File: config.mk
export PLATFORM = sky130hd
export DESIGN_NAME = axi4lite_master_arbiter_flat
export DESIGN_NICKNAME = d
export VERILOG_FILES = /design/src/rtl/axi4lite_master_arbiter_if.sv /design/src/rtl/axi4lite_master_arbiter.sv /design/src/flat_wrapper.sv
export SDC_FILE = /design/constraint.sdc
export NUM_CORES = 1
export LEC_CHECK = 0
export BUFFER_PORTS_ARGS = -buffer_cell sky130_fd_sc_hd__buf_2
export CAP_MARGIN = 20
export CORE_MARGIN = 5
export CORE_UTILIZATION = 49
export CTS_BUF_LIST = sky130_fd_sc_hd__clkbuf_16
export CTS_CLUSTER_SIZE = 8
export DETAILED_ROUTE_END_ITERATION = 6
export PLACE_DENSITY_LB_ADDON = 0.1
export SETUP_SLACK_MARGIN = 0.02
export SYNTH_ARGS = -nofsm -noshare
export SYNTH_HDL_FRONTEND = slang
export SYNTH_SLANG_ARGS = --single-unit
File: constraint.sdc
create_clock -name A_CLK -period 4.6 [get_ports A_CLK]
set_clock_uncertainty 0.1 [all_clocks]
set_input_delay 0.46 -clock A_CLK [delete_from_list [all_inputs] [get_ports A_CLK]]
set_output_delay 0.46 -clock A_CLK [all_outputs]
set_load 0.005 [all_outputs]
File: src/rtl/axi4lite_master_arbiter_if.sv
// AXI4-Lite channel bundle between the arbiter (master) and a register slave.
// Signal names match the AXI channel names used by axi4lite_slave / reg_bank.
interface axi4lite_master_arbiter_if #(
  parameter int AXI_ADDR_WIDTH = 32,
  parameter int AXI_DATA_WIDTH = 32
);
  logic                      AW_VALID;
  logic                      AW_READY;
  logic [AXI_ADDR_WIDTH-1:0] AW_ADDR;
  logic                      W_VALID;
  logic                      W_READY;
  logic [AXI_DATA_WIDTH-1:0] W_DATA;
  logic                      B_VALID;
  logic                      B_READY;
  logic [1:0]                B_RESP;
  logic                      AR_VALID;
  logic                      AR_READY;
  logic [AXI_ADDR_WIDTH-1:0] AR_ADDR;
  logic                      R_VALID;
  logic                      R_READY;
  logic [AXI_DATA_WIDTH-1:0] R_DATA;
  logic [1:0]                R_RESP;

  modport master (
    output AW_VALID, AW_ADDR, W_VALID, W_DATA, B_READY, AR_VALID, AR_ADDR, R_READY,
    input  AW_READY, W_READY, B_VALID, B_RESP, AR_READY, R_VALID, R_DATA, R_RESP
  );

  modport slave (
    input  AW_VALID, AW_ADDR, W_VALID, W_DATA, B_READY, AR_VALID, AR_ADDR, R_READY,
    output AW_READY, W_READY, B_VALID, B_RESP, AR_READY, R_VALID, R_DATA, R_RESP
  );
endinterface

File: src/rtl/axi4lite_master_arbiter.sv
// Two-requester round-robin arbiter that runs one AXI4-Lite transaction at a
// time on a shared master port and returns data/response with a one-cycle ACK.
module axi4lite_master_arbiter #(
  parameter int AXI_ADDR_WIDTH = 32,
  parameter int AXI_DATA_WIDTH = 32
) (
  input  logic                        A_CLK,
  input  logic                        A_RSTn,
  input  logic [1:0]                  REQ,
  input  logic [1:0]                  REQ_WE,
  input  logic [2*AXI_ADDR_WIDTH-1:0] REQ_ADDR,
  input  logic [2*AXI_DATA_WIDTH-1:0] REQ_WDATA,
  output logic [1:0]                  ACK,
  output logic [AXI_DATA_WIDTH-1:0]   RSP_RDATA,
  output logic [1:0]                  RSP_RESP,
  axi4lite_master_arbiter_if.master   m_axi
);

  localparam int AW = AXI_ADDR_WIDTH;
  localparam int DW = AXI_DATA_WIDTH;

  typedef enum logic [2:0] {
    S_IDLE,
    S_WR_REQ,
    S_WR_RESP,
    S_RD_REQ,
    S_RD_RESP,
    S_DONE
  } state_t;

  state_t          r_state;
  state_t          w_state_nxt;
  logic            r_rr_ptr;
  logic            r_gnt;
  logic            r_aw_done;
  logic            r_w_done;
  logic [AW-1:0]   r_aw_addr;
  logic [AW-1:0]   r_ar_addr;
  logic [DW-1:0]   r_w_data;
  logic [DW-1:0]   r_rsp_rdata;
  logic [1:0]      r_rsp_resp;

  logic            w_win;
  logic [AW-1:0]   w_win_addr;
  logic [DW-1:0]   w_win_wdata;
  logic            w_aw_valid;
  logic            w_w_valid;
  logic            w_b_ready;
  logic            w_ar_valid;
  logic            w_r_ready;
  logic [1:0]      w_ack;

  // r_rr_ptr names the requester that wins the next tie.
  always_comb begin
    w_win = 1'b0;
    if (REQ == 2'b11) w_win = r_rr_ptr;
    else              w_win = REQ[1];
    w_win_addr  = w_win ? REQ_ADDR[2*AW-1:AW]  : REQ_ADDR[AW-1:0];
    w_win_wdata = w_win ? REQ_WDATA[2*DW-1:DW] : REQ_WDATA[DW-1:0];
  end

  always_ff @(posedge A_CLK or negedge A_RSTn) begin
    if (!A_RSTn) r_state <= S_IDLE;
    else         r_state <= w_state_nxt;
  end

  always_comb begin
    w_state_nxt = r_state;
    w_aw_valid  = 1'b0;
    w_w_valid   = 1'b0;
    w_b_ready   = 1'b0;
    w_ar_valid  = 1'b0;
    w_r_ready   = 1'b0;
    w_ack       = 2'b00;
    case (r_state)
      S_IDLE: begin
        if (|REQ) w_state_nxt = REQ_WE[w_win] ? S_WR_REQ : S_RD_REQ;
      end
      S_WR_REQ: begin
        w_aw_valid = !r_aw_done;
        w_w_valid  = !r_w_done;
        // Both channels may complete in the same cycle or in either order.
        if ((r_aw_done || m_axi.AW_READY) && (r_w_done || m_axi.W_READY))
          w_state_nxt = S_WR_RESP;
      end
      S_WR_RESP: begin
        w_b_ready = 1'b1;
        if (m_axi.B_VALID) w_state_nxt = S_DONE;
      end
      S_RD_REQ: begin
        w_ar_valid = 1'b1;
        if (m_axi.AR_READY) w_state_nxt = S_RD_RESP;
      end
      S_RD_RESP: begin
        w_r_ready = 1'b1;
        if (m_axi.R_VALID) w_state_nxt = S_DONE;
      end
      S_DONE: begin
        w_ack       = r_gnt ? 2'b10 : 2'b01;
        w_state_nxt = S_IDLE;
      end
      default: w_state_nxt = S_IDLE;
    endcase
  end

  always_ff @(posedge A_CLK or negedge A_RSTn) begin
    if (!A_RSTn) begin
      r_rr_ptr    <= 1'b0;
      r_gnt       <= 1'b0;
      r_aw_done   <= 1'b0;
      r_w_done    <= 1'b0;
      r_aw_addr   <= '0;
      r_ar_addr   <= '0;
      r_w_data    <= '0;
      r_rsp_rdata <= '0;
      r_rsp_resp  <= 2'b00;
    end else begin
      case (r_state)
        S_IDLE: begin
          if (|REQ) begin
            r_gnt     <= w_win;
            r_rr_ptr  <= ~w_win;
            r_aw_done <= 1'b0;
            r_w_done  <= 1'b0;
            if (REQ_WE[w_win]) begin
              r_aw_addr <= w_win_addr;
              r_w_data  <= w_win_wdata;
            end else begin
              r_ar_addr <= w_win_addr;
            end
          end
        end
        S_WR_REQ: begin
          if (w_aw_valid && m_axi.AW_READY) r_aw_done <= 1'b1;
          if (w_w_valid && m_axi.W_READY)   r_w_done  <= 1'b1;
        end
        S_WR_RESP: begin
          if (m_axi.B_VALID) r_rsp_resp <= m_axi.B_RESP;
        end
        S_RD_RESP: begin
          if (m_axi.R_VALID) begin
            r_rsp_rdata <= m_axi.R_DATA;
            r_rsp_resp  <= m_axi.R_RESP;
          end
        end
        default: ;
      endcase
    end
  end

  assign m_axi.AW_VALID = w_aw_valid;
  assign m_axi.AW_ADDR  = r_aw_addr;
  assign m_axi.W_VALID  = w_w_valid;
  assign m_axi.W_DATA   = r_w_data;
  assign m_axi.B_READY  = w_b_ready;
  assign m_axi.AR_VALID = w_ar_valid;
  assign m_axi.AR_ADDR  = r_ar_addr;
  assign m_axi.R_READY  = w_r_ready;
  assign ACK            = w_ack;
  assign RSP_RDATA      = r_rsp_rdata;
  assign RSP_RESP       = r_rsp_resp;

endmodule

File: src/flat_wrapper.sv
// flat-port wrapper written by rule: the top's interface ports become plain ports
module axi4lite_master_arbiter_flat 
#(
  parameter int AXI_ADDR_WIDTH = 32,
  parameter int AXI_DATA_WIDTH = 32
)
  (A_CLK, A_RSTn, REQ, REQ_WE, REQ_ADDR, REQ_WDATA, ACK, RSP_RDATA, RSP_RESP, m_axi_AW_VALID, m_axi_AW_ADDR, m_axi_W_VALID, m_axi_W_DATA, m_axi_B_READY, m_axi_AR_VALID, m_axi_AR_ADDR, m_axi_R_READY, m_axi_AW_READY, m_axi_W_READY, m_axi_B_VALID, m_axi_B_RESP, m_axi_AR_READY, m_axi_R_VALID, m_axi_R_DATA, m_axi_R_RESP);
  axi4lite_master_arbiter_if #(.AXI_ADDR_WIDTH(AXI_ADDR_WIDTH), .AXI_DATA_WIDTH(AXI_DATA_WIDTH)) m_axi_i ();
  input  logic A_CLK;
  input  logic A_RSTn;
  input  logic [1:0] REQ;
  input  logic [1:0] REQ_WE;
  input  logic [2*AXI_ADDR_WIDTH-1:0] REQ_ADDR;
  input  logic [2*AXI_DATA_WIDTH-1:0] REQ_WDATA;
  output logic [1:0] ACK;
  output logic [AXI_DATA_WIDTH-1:0] RSP_RDATA;
  output logic [1:0] RSP_RESP;
  output wire logic [$bits(m_axi_i.AW_VALID)-1:0] m_axi_AW_VALID;
  output wire logic [$bits(m_axi_i.AW_ADDR)-1:0] m_axi_AW_ADDR;
  output wire logic [$bits(m_axi_i.W_VALID)-1:0] m_axi_W_VALID;
  output wire logic [$bits(m_axi_i.W_DATA)-1:0] m_axi_W_DATA;
  output wire logic [$bits(m_axi_i.B_READY)-1:0] m_axi_B_READY;
  output wire logic [$bits(m_axi_i.AR_VALID)-1:0] m_axi_AR_VALID;
  output wire logic [$bits(m_axi_i.AR_ADDR)-1:0] m_axi_AR_ADDR;
  output wire logic [$bits(m_axi_i.R_READY)-1:0] m_axi_R_READY;
  input wire logic [$bits(m_axi_i.AW_READY)-1:0] m_axi_AW_READY;
  input wire logic [$bits(m_axi_i.W_READY)-1:0] m_axi_W_READY;
  input wire logic [$bits(m_axi_i.B_VALID)-1:0] m_axi_B_VALID;
  input wire logic [$bits(m_axi_i.B_RESP)-1:0] m_axi_B_RESP;
  input wire logic [$bits(m_axi_i.AR_READY)-1:0] m_axi_AR_READY;
  input wire logic [$bits(m_axi_i.R_VALID)-1:0] m_axi_R_VALID;
  input wire logic [$bits(m_axi_i.R_DATA)-1:0] m_axi_R_DATA;
  input wire logic [$bits(m_axi_i.R_RESP)-1:0] m_axi_R_RESP;
  assign m_axi_AW_VALID = m_axi_i.AW_VALID;
  assign m_axi_AW_ADDR = m_axi_i.AW_ADDR;
  assign m_axi_W_VALID = m_axi_i.W_VALID;
  assign m_axi_W_DATA = m_axi_i.W_DATA;
  assign m_axi_B_READY = m_axi_i.B_READY;
  assign m_axi_AR_VALID = m_axi_i.AR_VALID;
  assign m_axi_AR_ADDR = m_axi_i.AR_ADDR;
  assign m_axi_R_READY = m_axi_i.R_READY;
  assign m_axi_i.AW_READY = m_axi_AW_READY;
  assign m_axi_i.W_READY = m_axi_W_READY;
  assign m_axi_i.B_VALID = m_axi_B_VALID;
  assign m_axi_i.B_RESP = m_axi_B_RESP;
  assign m_axi_i.AR_READY = m_axi_AR_READY;
  assign m_axi_i.R_VALID = m_axi_R_VALID;
  assign m_axi_i.R_DATA = m_axi_R_DATA;
  assign m_axi_i.R_RESP = m_axi_R_RESP;
  axi4lite_master_arbiter #(.AXI_ADDR_WIDTH(AXI_ADDR_WIDTH), .AXI_DATA_WIDTH(AXI_DATA_WIDTH)) u_core (.A_CLK(A_CLK), .A_RSTn(A_RSTn), .REQ(REQ), .REQ_WE(REQ_WE), .REQ_ADDR(REQ_ADDR), .REQ_WDATA(REQ_WDATA), .ACK(ACK), .RSP_RDATA(RSP_RDATA), .RSP_RESP(RSP_RESP), .m_axi(m_axi_i));
endmodule
==> results of run 1 <==
stage by stage:
step / util, % / instance area, um^2 / std cells / total power, mW / setup slack (ns)
2_1_floorplan: - / 6080 / 401 / 3.187 / 2.694
3_3_place_gp: 63.76 / 7722 / 862 / 4.068 / 1.908
3_5_place_dp: 63.76 / 7722 / 862 / 4.148 / 1.816
4_1_cts: 68.84 / 8338 / 894 / 5.591 / 1.941
5_1_grt: 68.84 / 8338 / 894 / 5.855 / 1.827
6_report: 68.84 / 8338 / 894 / 5.502 / 1.968
Yosys cell counts (all sizes together):
cell type  number  share of area, %
mux2          196                36
dfrtp         137                56
buf            21               2.6
nor2           10              0.62
a21oi           7              0.76
nand2           3              0.19
o21ai           3              0.31
and2            2              0.21
nand2b          2              0.21
nor2b           2              0.21
nor3            2              0.25
o21bai          2              0.25
a211o           1              0.14
a21bo           1              0.16
a22oi           1              0.12
a311oi          1              0.14
a31oi           1              0.10
a32o            1              0.16
and2b           1              0.12
and3            1              0.10
and3b           1              0.14
clkbuf          1             0.062
inv             1             0.062
mux2i           1              0.16
nand3           1             0.082
o22ai           1              0.10
registers in the layout, summed over array words and instances (netlist names):
register and flops:
u_core.RSP_RDATA 32, u_core.RSP_RESP 2, u_core.m_axi.AR_ADDR 32, u_core.m_axi.AW_ADDR 32, u_core.m_axi.W_DATA 32, u_core.r_aw_done 1
u_core.r_gnt 1, u_core.r_rr_ptr 1, u_core.r_state 3, u_core.r_w_done 1
path summary, 6_finish.rpt:
path | startpoint | to | slack [ns] | cells after the start
max | u_core.r_rr_ptr$_DFFE_PN0P_ | u_core.m_axi.AW_ADDR[13]$_DFFE_PN0P_ | 1.97 | 5
max in group asynchronous | A_RSTn | u_core.m_axi.W_DATA[15]$_DFFE_PN0P_ | 3.33 | 2
max reg2reg | u_core.r_rr_ptr$_DFFE_PN0P_ | u_core.m_axi.AW_ADDR[13]$_DFFE_PN0P_ | 1.97 | 5
min reg2reg | u_core.m_axi.AW_ADDR[28]$_DFFE_PN0P_ | u_core.m_axi.AW_ADDR[28]$_DFFE_PN0P_ | 0.38 | 1
min | A_RSTn | u_core.RSP_RDATA[27]$_DFFE_PN0P_ | 0.06 | 1
min in group A_CLK | m_axi_R_DATA[27] | u_core.RSP_RDATA[27]$_DFFE_PN0P_ | 0.17 | 2
cells by family after synthesis:
group | after synthesis
AO/OA/AOI/OAI | 19
flip-flops | 137
buffers and inverters | 23
multiplexers | 197
AND/OR/NAND/NOR | 25
power groups by stage:
stage / clock (mW) / combinational [mW] / sequential, mW
4_1_cts: 1.44 / 1.99 / 2.15
5_1_grt: 1.50 / 2.13 / 2.23
2_1_floorplan: 0 / 1.00 / 2.18
3_3_place_gp: 0 / 1.94 / 2.13
3_5_place_dp: 0 / 1.99 / 2.16
6_report: 1.42 / 1.94 / 2.15
layer usage:
metal  vias up  wire length [um]  share of wire [%]  track usage, %
met5         -                 0                  0               0
met4         0               351                2.2           9.174
met3        26              1530                9.6           8.531
met2       201              8367                 52           37.65
met1      2169              5748                 36           23.12
li1       2079                 -                  -               -
layout make-up:
cell class                      instances  area (um^2)  area share [%]
Timing Repair Buffer                  315         1593           19.10
Multi-Input combinational cell        241         2487           29.83
Tap cell                              168        210.2           2.521
Clock buffer                           17        425.4           5.102
Sequential cell                       137         3428           41.12
Inverter                                1        3.754         0.04502
Clock inverter                         15        190.2           2.281
==> metrics, run 1 <==
Synth Area in Compound Gates under 10%; hpwl dp ~12000 um; DRT iter0 DRCs between 150 and 200; crit path buf inv count 1; main combinational cell family by area after synthesis multiplexers; # DRC 0; vias in the first global route approximately 4800; Tightest Pin Transition 0.9362 ns; Synth Area in Simple Gates ~2.1%; VDD IR max approximately 0.34 mV; CTS root buf clkbuf_16; initial antenna violation count 0; Max FO, Critical Path 38; Worst slew margin 37.59%; average cell area after synthesis around 15 um^2; max-slew violations 0; maxcap violations 0; Num CTS Buffers 17; Syn Inst Count around 400; PwrDens 659.9 mW/mm^2; sequential share of the synthesized area between 50% and 60%; Synthesized Nets approximately 580; setup_tns 0 ns; Die ar. approximately 0.015 mm^2; Die Ht 121.4 um; latest clock arrival within the worst-skew pair 0.41 ns; Initial DRT Pass Iterations 4; fmax about 0.38 GHz; RSZ-0062 raised after global routing false; fill count 928; register share of total power between 30% and 40%; Gate power share between 30% and 40%; CP max-delay cell buf_4; CTS Sinks 137; post-layout minimum cycle time 2.632 ns; total gr overflow 0; CP required 4.78 ns; Synth Area in XOR/XNOR 0%; CP max stage delay about 0.55 ns; post-synthesis mux area share 36.47%; Layout Nets roughly 890; Worst setup EP type flop; via count approximately 4500; Area Overhead vs Synth 37.15%; Yosys cell types 32; #FFs+latches synth 137; first-pass GRT wire length ~24000 um; IO Count 312; Final Cycle Share 57.22%; Cell Chain, Critical Path nand2b_1 > nand2_2 > buf_4 > mux2_2 > mux2_1; static leakage roughly 4.1 nW; share of cells above drive strength 1 around two thirds; setup bufs post-CTS 0; std cell rows 40; clk slew on worst S/H paths 0.05 ns; Adder-Cell Fraction of Synth Area 0%; switching power approximately 1.6 mW; synthesized area between 0.006 and 0.007 mm^2; antenna-violating nets left 0; H-Tree Depth 4; crit start category flop; most common cell after layout, fill and taps aside buf_2; post-cts repair resize count 0; Hold Buf Count CTS 0; diodes inserted 0; cell internal pwr about 3.9 mW; Routability Congestion between 0.7 and 0.8; Crit path max-delay family simple AND/OR/NAND/NOR gates; Clock power frac about a quarter; most frequent cells in the layout buf_2, mux2_2, dfrtp_1; CTS tree done; Initial Util between 50 and 60%; Synth warnings 0; status finished clean; Fin. Hold Viols 0; Hold WS between 0.06 and 0.07 ns; DR WL/cell ~18 um; Sw Ratio 29.76%; final setup vio count 0; clk buf depth 2; data arrival time of the worst path 2.82 ns; DIE WIDTH 121.4 um; Placeable Area roughly 0.012 mm^2; Min-Delay Path Class in2async; Port-buffer cells 311; WS Path Type reg2reg; vias per cell around 5.0; GRT Resource Usage Total a little over a fifth; largest net degree at the start of global routing 106; Post-Route WL between 15000 and 20000 um
(Power assumes the default switching activity.)
==> run 2: changes to the inputs <==
--- a/config.mk
+++ b/config.mk
@@ -7,8 +7,9 @@
 export LEC_CHECK = 0
 export BUFFER_PORTS_ARGS = -buffer_cell sky130_fd_sc_hd__buf_2
 export CAP_MARGIN = 20
+export CORE_ASPECT_RATIO = 1.75
 export CORE_MARGIN = 5
-export CORE_UTILIZATION = 49
+export CORE_UTILIZATION = 41
 export CTS_BUF_LIST = sky130_fd_sc_hd__clkbuf_16
 export CTS_CLUSTER_SIZE = 8
 export DETAILED_ROUTE_END_ITERATION = 6
==> constraint.sdc (replaced) <==
create_clock -name A_CLK -period 2.3 [get_ports A_CLK]
set_clock_uncertainty 0.1 [all_clocks]
set_input_delay 0.23 -clock A_CLK [delete_from_list [all_inputs] [get_ports A_CLK]]
set_output_delay 0.23 -clock A_CLK [all_outputs]
set_load 0.005 [all_outputs]
==> run 2 against run 1 <==
Effect of this change:
- non-clock buffer count up 44
- maximum frequency is 30% higher
- highest routed layer unchanged
- core utilization fell by 8.8 points
- die area rose by 18%
- clock-buffer cell count did not move
- cell count grew 6.6%
==> metrics, run 2 (synthesized netlist as in run 1, its figures left out) <==
final setup vio count 0 (unchanged); status finished clean; first-pass GRT wire length 25530 um (+4.4%); setup_tns 0 ns (unchanged); Cell Chain, Critical Path nor3_2 > o21ai_2 > a21oi_4 > buf_4 > mux2_2; FF-to-FF Start u_core.r_state[1]$_DFFE_PN0P_; Sw Ratio 30.65% (+0.90 points); CP max stage delay 0.46 ns (-0.09 ns); Post-Route WL 16740 um (+4.6%); static leakage 4.314 nW (+4.6%); Area Overhead vs Synth 45.09%; IO Count 312 (unchanged); most frequent cells in the layout buf_2, mux2_2, dfrtp_1; Worst slew margin 70.34% (+33 points); VDD IR max 0.6809 mV (+97%); post-cts repair resize count 0 (unchanged); Placeable Area 0.01469 mm^2 (+21%); WS Path Type reg2reg; initial antenna violation count 0 (unchanged); clk buf depth 2 (unchanged); CTS tree done; total gr overflow 0 (unchanged); reg2reg end u_core.m_axi.AW_ADDR[12]$_DFFE_PN0P_; crit start category flop; reg2reg path depth 5 (unchanged); Final Cell Area 0.008821 mm^2 (+5.8%); Num CTS Buffers 17 (unchanged); # DRC 0 (unchanged); Placed Instance Area 0.007871 mm^2 (+1.9%); GRT Resource Usage Total 19.12% (-2.5 points); CP max-delay cell dfrtp_1; Worst setup EP type flop; vias in the first global route 5192 (+8.6%); Gate power share 36.8% (+1.6 points); Routability Congestion 0.7475 (-5.2%); Post-Route Utilization 60.05% (-8.8 points); most common cell after layout, fill and taps aside buf_2; Clock power frac 24.9% (-0.9 points); via count 4629 (+3.4%); largest net degree at the start of global routing 57 (-46%); hpwl dp 12670 um (+4.3%); Tightest Pin Transition 0.4449 ns (-0.4913 ns); Initial Util 41.38% (-8.8 points); Min-Delay Path Class in2reg; CP required 2.49 ns (-2.29 ns); switching power 3.394 mW (+110%); share of cells above drive strength 1 64.81% (-1.9 points); CTS root buf clkbuf_16; cell internal pwr 7.678 mW (+99%); H-Tree Depth 4 (unchanged); CTS Sinks 137 (unchanged); hold depth 2; Max FO, Critical Path 23 (-39%); std cell rows 59 (+48%); register share of total power 38.4% (-0.6 points); PwrDens 1255 mW/mm^2 (+90%); Die Ht 171.1 um (+41%); post-layout minimum cycle time 2.030 ns (-0.6020 ns); vias per cell 4.857 (-3.0%); maxcap violations 0 (unchanged); Reg2Reg Setup Slack 0.27 ns (-1.70 ns); Layout Nets 932 (+5.0%); Fin. Hold Viols 0 (unchanged); fill count 1268 (+37%); fmax 0.4926 GHz (+30%); DRT iter0 DRCs 86 (-50%); DR WL/cell 17.56 um (-1.9%); antenna-violating nets left 0 (unchanged); DIE WIDTH 102.1 um (-16%); clk slew on worst S/H paths 0.06 ns (about the same); data arrival time of the worst path 2.22 ns (-0.60 ns); Port-buffer cells 311 (unchanged); diodes inserted 0 (unchanged); Worst Hold Path EP u_core.r_rr_ptr$_DFFE_PN0P_; max-slew violations 0 (unchanged); Initial DRT Pass Iterations 4 (unchanged); Hold Buf Count CTS 35 (+35); RSZ-0062 raised after global routing false; Hold Crit Start REQ[1]; latest clock arrival within the worst-skew pair 0.41 ns (about the same); Die ar. 0.01746 mm^2 (+18%); setup bufs post-CTS 0 (unchanged); Final Cycle Share 88.26% (+31 points)
run 2: stage by stage:
step | setup slack (ns) | hold WS (ns) | power (mW) | instances
after floorplan | 0.4282 | -0.1656 | 6.373 | 401
after global placement | 0.3366 | 0.07888 | 8.258 | 886
after detailed placement | 0.2546 | 0.08456 | 8.407 | 886
after CTS | 0.2501 | 0.04990 | 11.26 | 953
after global routing | 0.1409 | 0.06085 | 11.84 | 953
final | 0.2700 | 0.05796 | 11.07 | 953
run 2: worst max-delay path, delay by kind of cell, from the launching register on:
family                 cells  cell delay [ns]
AND/OR/NAND/NOR            1             0.31
multiplexers               1             0.38
flip-flops                 1             0.46
buffers and inverters      1             0.34
AO/OA/AOI/OAI              2             0.31
run 2: per-layer routing:
layer | global-route usage [%] | up-vias | wire (um)
li1 | - | 2163 | -
met1 | 18.48 | 2218 | 5380
met2 | 35.40 | 211 | 9156
met3 | 6.365 | 37 | 1624
met4 | 9.195 | 0 | 573
met5 | 0 | - | 0
run 2: worst max-delay path by stage:
stage	slack, ns	end	from
after floorplan	0.43	u_core.m_axi.AR_ADDR[12]$_DFFE_PN0P_	u_core.r_state[1]$_DFFE_PN0P_
after global placement	0.34	u_core.m_axi.AW_ADDR[12]$_DFFE_PN0P_	u_core.r_state[1]$_DFFE_PN0P_
after detailed placement	0.25	u_core.m_axi.AW_ADDR[29]$_DFFE_PN0P_	u_core.r_state[1]$_DFFE_PN0P_
after CTS	0.25	u_core.m_axi.AW_ADDR[5]$_DFFE_PN0P_	u_core.r_state[1]$_DFFE_PN0P_
after global routing	0.14	u_core.m_axi.AW_ADDR[26]$_DFFE_PN0P_	u_core.r_state[1]$_DFFE_PN0P_
final	0.27	u_core.m_axi.AW_ADDR[12]$_DFFE_PN0P_	u_core.r_state[1]$_DFFE_PN0P_
run 2: power groups by stage:
stage / clock network (mW) / logic [mW] / registers [mW]
3_5_place_dp: 0 / 4.12 / 4.29
4_1_cts: 2.82 / 4.18 / 4.26
6_report: 2.75 / 4.07 / 4.25
5_1_grt: 2.92 / 4.50 / 4.41
2_1_floorplan: 0 / 2.01 / 4.37
3_3_place_gp: 0 / 4.02 / 4.24
run 2: cell type report:
class,count,area (um^2),share of cell area [%]
timing repair buffer,359,2073,23.50
multi-input combinational,241,2487,28.20
sequential,137,3428,38.87
tap,183,229.0,2.596
clock inverter,15,173.9,1.972
clock buffer,17,425.4,4.823
inverter,1,3.754,0.04255
==> run 3: changes to the inputs <==
--- a/config.mk
+++ b/config.mk
@@ -14,6 +14,7 @@
 export CTS_CLUSTER_SIZE = 8
 export DETAILED_ROUTE_END_ITERATION = 6
 export PLACE_DENSITY_LB_ADDON = 0.1
+export REMOVE_ABC_BUFFERS = 1
 export SETUP_SLACK_MARGIN = 0.02
 export SYNTH_ARGS = -nofsm -noshare
 export SYNTH_HDL_FRONTEND = slang
==> run 3 against run 2 <==
Effect of this change:
- sequential cell count did not move
- critical path type unchanged
- sequential share of layout area grew 0.29 points
- via count shrank 1.3%
- first-iteration DRC count fell by 10%
- sequential power about the same
- largest power group unchanged
- design area down 0.75%
- total power fell by 1.4%
- critical path depth unchanged
- clock-buffer cell count did not move
- maximum frequency down 2.5%
==> metrics, run 3 (synthesized netlist as in run 1, its figures left out) <==
clk slew on worst S/H paths 0.06 ns (about the same); Sw Ratio 31.72% (+1.1 points); Initial Util 41.38% (unchanged); H-Tree Depth 4 (unchanged); share of cells above drive strength 1 64.80% (about the same); hpwl dp 12460 um (-1.6%); CP max-delay cell dfrtp_1; largest net degree at the start of global routing 81 (+42%); total gr overflow 0 (unchanged); post-cts repair resize count 0 (unchanged); GRT Resource Usage Total 18.55% (-0.56 points); Area Overhead vs Synth 44.00%; Post-Route Utilization 59.59% (-0.45 points); register share of total power 39.0% (+0.6 points); fill count 1242 (-2.1%); Min-Delay Path Class in2reg; DRT iter0 DRCs 77 (-10%); clk buf depth 2 (unchanged); fmax 0.4805 GHz (-2.5%); Hold WS 0.06453 ns (+0.006566 ns); latest clock arrival within the worst-skew pair 0.41 ns (about the same); crit start category flop; data arrival time of the worst path 2.27 ns (+0.05 ns); antenna-violating nets left 0 (unchanged); Tightest Pin Transition 0.4281 ns (-0.01680 ns); CP max stage delay 0.48 ns (+0.02 ns); reg2reg path depth 5 (unchanged); Reg2Reg Setup Slack 0.22 ns (-0.05 ns); vias in the first global route 5086 (-2.0%); Num CTS Buffers 17 (unchanged); Port-buffer cells 311 (unchanged); Cell Chain, Critical Path nor3_2 > o21ai_2 > a21oi_4 > buf_12 > mux2_2; Hold Crit Start REQ[1]; CTS tree done; FF-to-FF Start u_core.r_state[1]$_DFFE_PN0P_; Worst slew margin 71.46% (+1.1 points); post-layout minimum cycle time 2.081 ns (+0.05130 ns); PwrDens 1247 mW/mm^2 (-0.64%); Final Cell Area 0.008755 mm^2 (-0.75%); CTS root buf clkbuf_16; Cell Count, Final, Fillers Out 950 (-0.31%); Die Ht 171.1 um (unchanged); Die ar. 0.01746 mm^2 (unchanged); DR WL/cell 17.22 um (-1.9%); reg2reg end u_core.m_axi.AW_ADDR[21]$_DFFE_PN0P_; Post-Route WL 16360 um (-2.2%); via count 4567 (-1.3%); status finished clean; CP required 2.49 ns (about the same); Worst Hold Path EP u_core.r_rr_ptr$_DFFE_PN0P_; Clock power frac 23.8% (-1.1 points); Gate power share 37.1% (+0.3 points); Placeable Area 0.01469 mm^2 (unchanged); diodes inserted 0 (unchanged); WS Path Type reg2reg; max-slew violations 0 (unchanged); # DRC 0 (unchanged); final setup vio count 0 (unchanged); Layout Nets 929 (-0.32%); initial antenna violation count 0 (unchanged); switching power 3.463 mW (+2.0%); Placed Instance Area 0.007836 mm^2 (-0.45%); vias per cell 4.807 (-1.0%); RSZ-0062 raised after global routing false; static leakage 4.277 nW (-0.87%); IO Count 312 (unchanged); VDD IR max 0.5832 mV (-14%); maxcap violations 0 (unchanged); Final Cycle Share 90.49% (+2.2 points); DIE WIDTH 102.1 um (unchanged); most frequent cells in the layout buf_2, mux2_2, dfrtp_1; Fin. Hold Viols 0 (unchanged); Max FO, Critical Path 56 (+140%); hold depth 2 (unchanged); Worst setup EP type flop; Routability Congestion 0.7949 (+6.3%); placed cells 883 (-0.34%); CTS Sinks 137 (unchanged); Initial DRT Pass Iterations 4 (unchanged); cell internal pwr 7.455 mW (-2.9%); std cell rows 59 (unchanged); most common cell after layout, fill and taps aside buf_2; first-pass GRT wire length 25090 um (-1.7%)
run 3: stage by stage:
step / worst slack (ns) / TNS, ns / power (mW)
after global placement: 0.3405 / 0 / 8.232
after detailed placement: 0.2797 / 0 / 8.391
after floorplan: -0.5634 / -52.53 / 6.275
after global routing: 0.07223 / 0 / 11.68
final: 0.2187 / 0 / 10.92
after CTS: 0.2069 / 0 / 11.10
run 3: layer usage:
metal | vias up | track usage [%] | wire, um
met4 | 0 | 7.139 | 416
met5 | - | 0 | 0
met3 | 27 | 6.406 | 1554
li1 | 2147 | - | -
met2 | 201 | 34.72 | 9057
met1 | 2192 | 18.27 | 5334
run 3: area by class of cell:
| cell class | instances | area, um^2 | area share, % |
|---|---|---|---|
| clock buffers | 17 | 425.4 | 4.859 |
| flip-flops and latches | 137 | 3428 | 39.16 |
| multi-input cells | 241 | 2487 | 28.41 |
| clock inverters | 15 | 142.6 | 1.629 |
| inverters | 1 | 3.754 | 0.04288 |
| repair buffers | 356 | 2038 | 23.28 |
| well taps | 183 | 229.0 | 2.615 |
run 3: worst max-delay path by stage:
stage	start	endpoint	slack (ns)	depth (start not counted)
after floorplan	u_core.r_rr_ptr$_DFFE_PN0P_	u_core.m_axi.AR_ADDR[10]$_DFFE_PN0P_	-0.56	4
after global placement	u_core.r_state[1]$_DFFE_PN0P_	u_core.m_axi.AR_ADDR[0]$_DFFE_PN0P_	0.34	5
after detailed placement	u_core.r_state[1]$_DFFE_PN0P_	u_core.m_axi.AR_ADDR[7]$_DFFE_PN0P_	0.28	5
after CTS	u_core.r_state[1]$_DFFE_PN0P_	u_core.m_axi.AR_ADDR[3]$_DFFE_PN0P_	0.21	5
after global routing	u_core.r_state[1]$_DFFE_PN0P_	u_core.m_axi.AW_ADDR[21]$_DFFE_PN0P_	0.07	5
final	u_core.r_state[1]$_DFFE_PN0P_	u_core.m_axi.AW_ADDR[21]$_DFFE_PN0P_	0.22	5
run 3: what timing repair did:
action,in CTS,in global routing
hold buffers,35,0
buffers inserted,0,0
hold endpoints to repair,155,0
endpoints found under the setup margin,0,0
run 3: power groups by stage:
stage               sequential (mW)  clock (mW)  combinational, mW
floorplan                      4.38           0               1.90
global placement               4.25           0               3.99
detailed placement             4.28           0               4.11
CTS                            4.27        2.66               4.16
global route                   4.43        2.77               4.48
finish                         4.26        2.60               4.06
run 3: critical path: cells and delay by family (launching register included):
family	cells	cell delay, ns
AOI/OAI and AO/OA	2	0.32
and+or+nand+nor	1	0.34
buffers and inverters	1	0.30
DFF	1	0.48
muxes	1	0.38
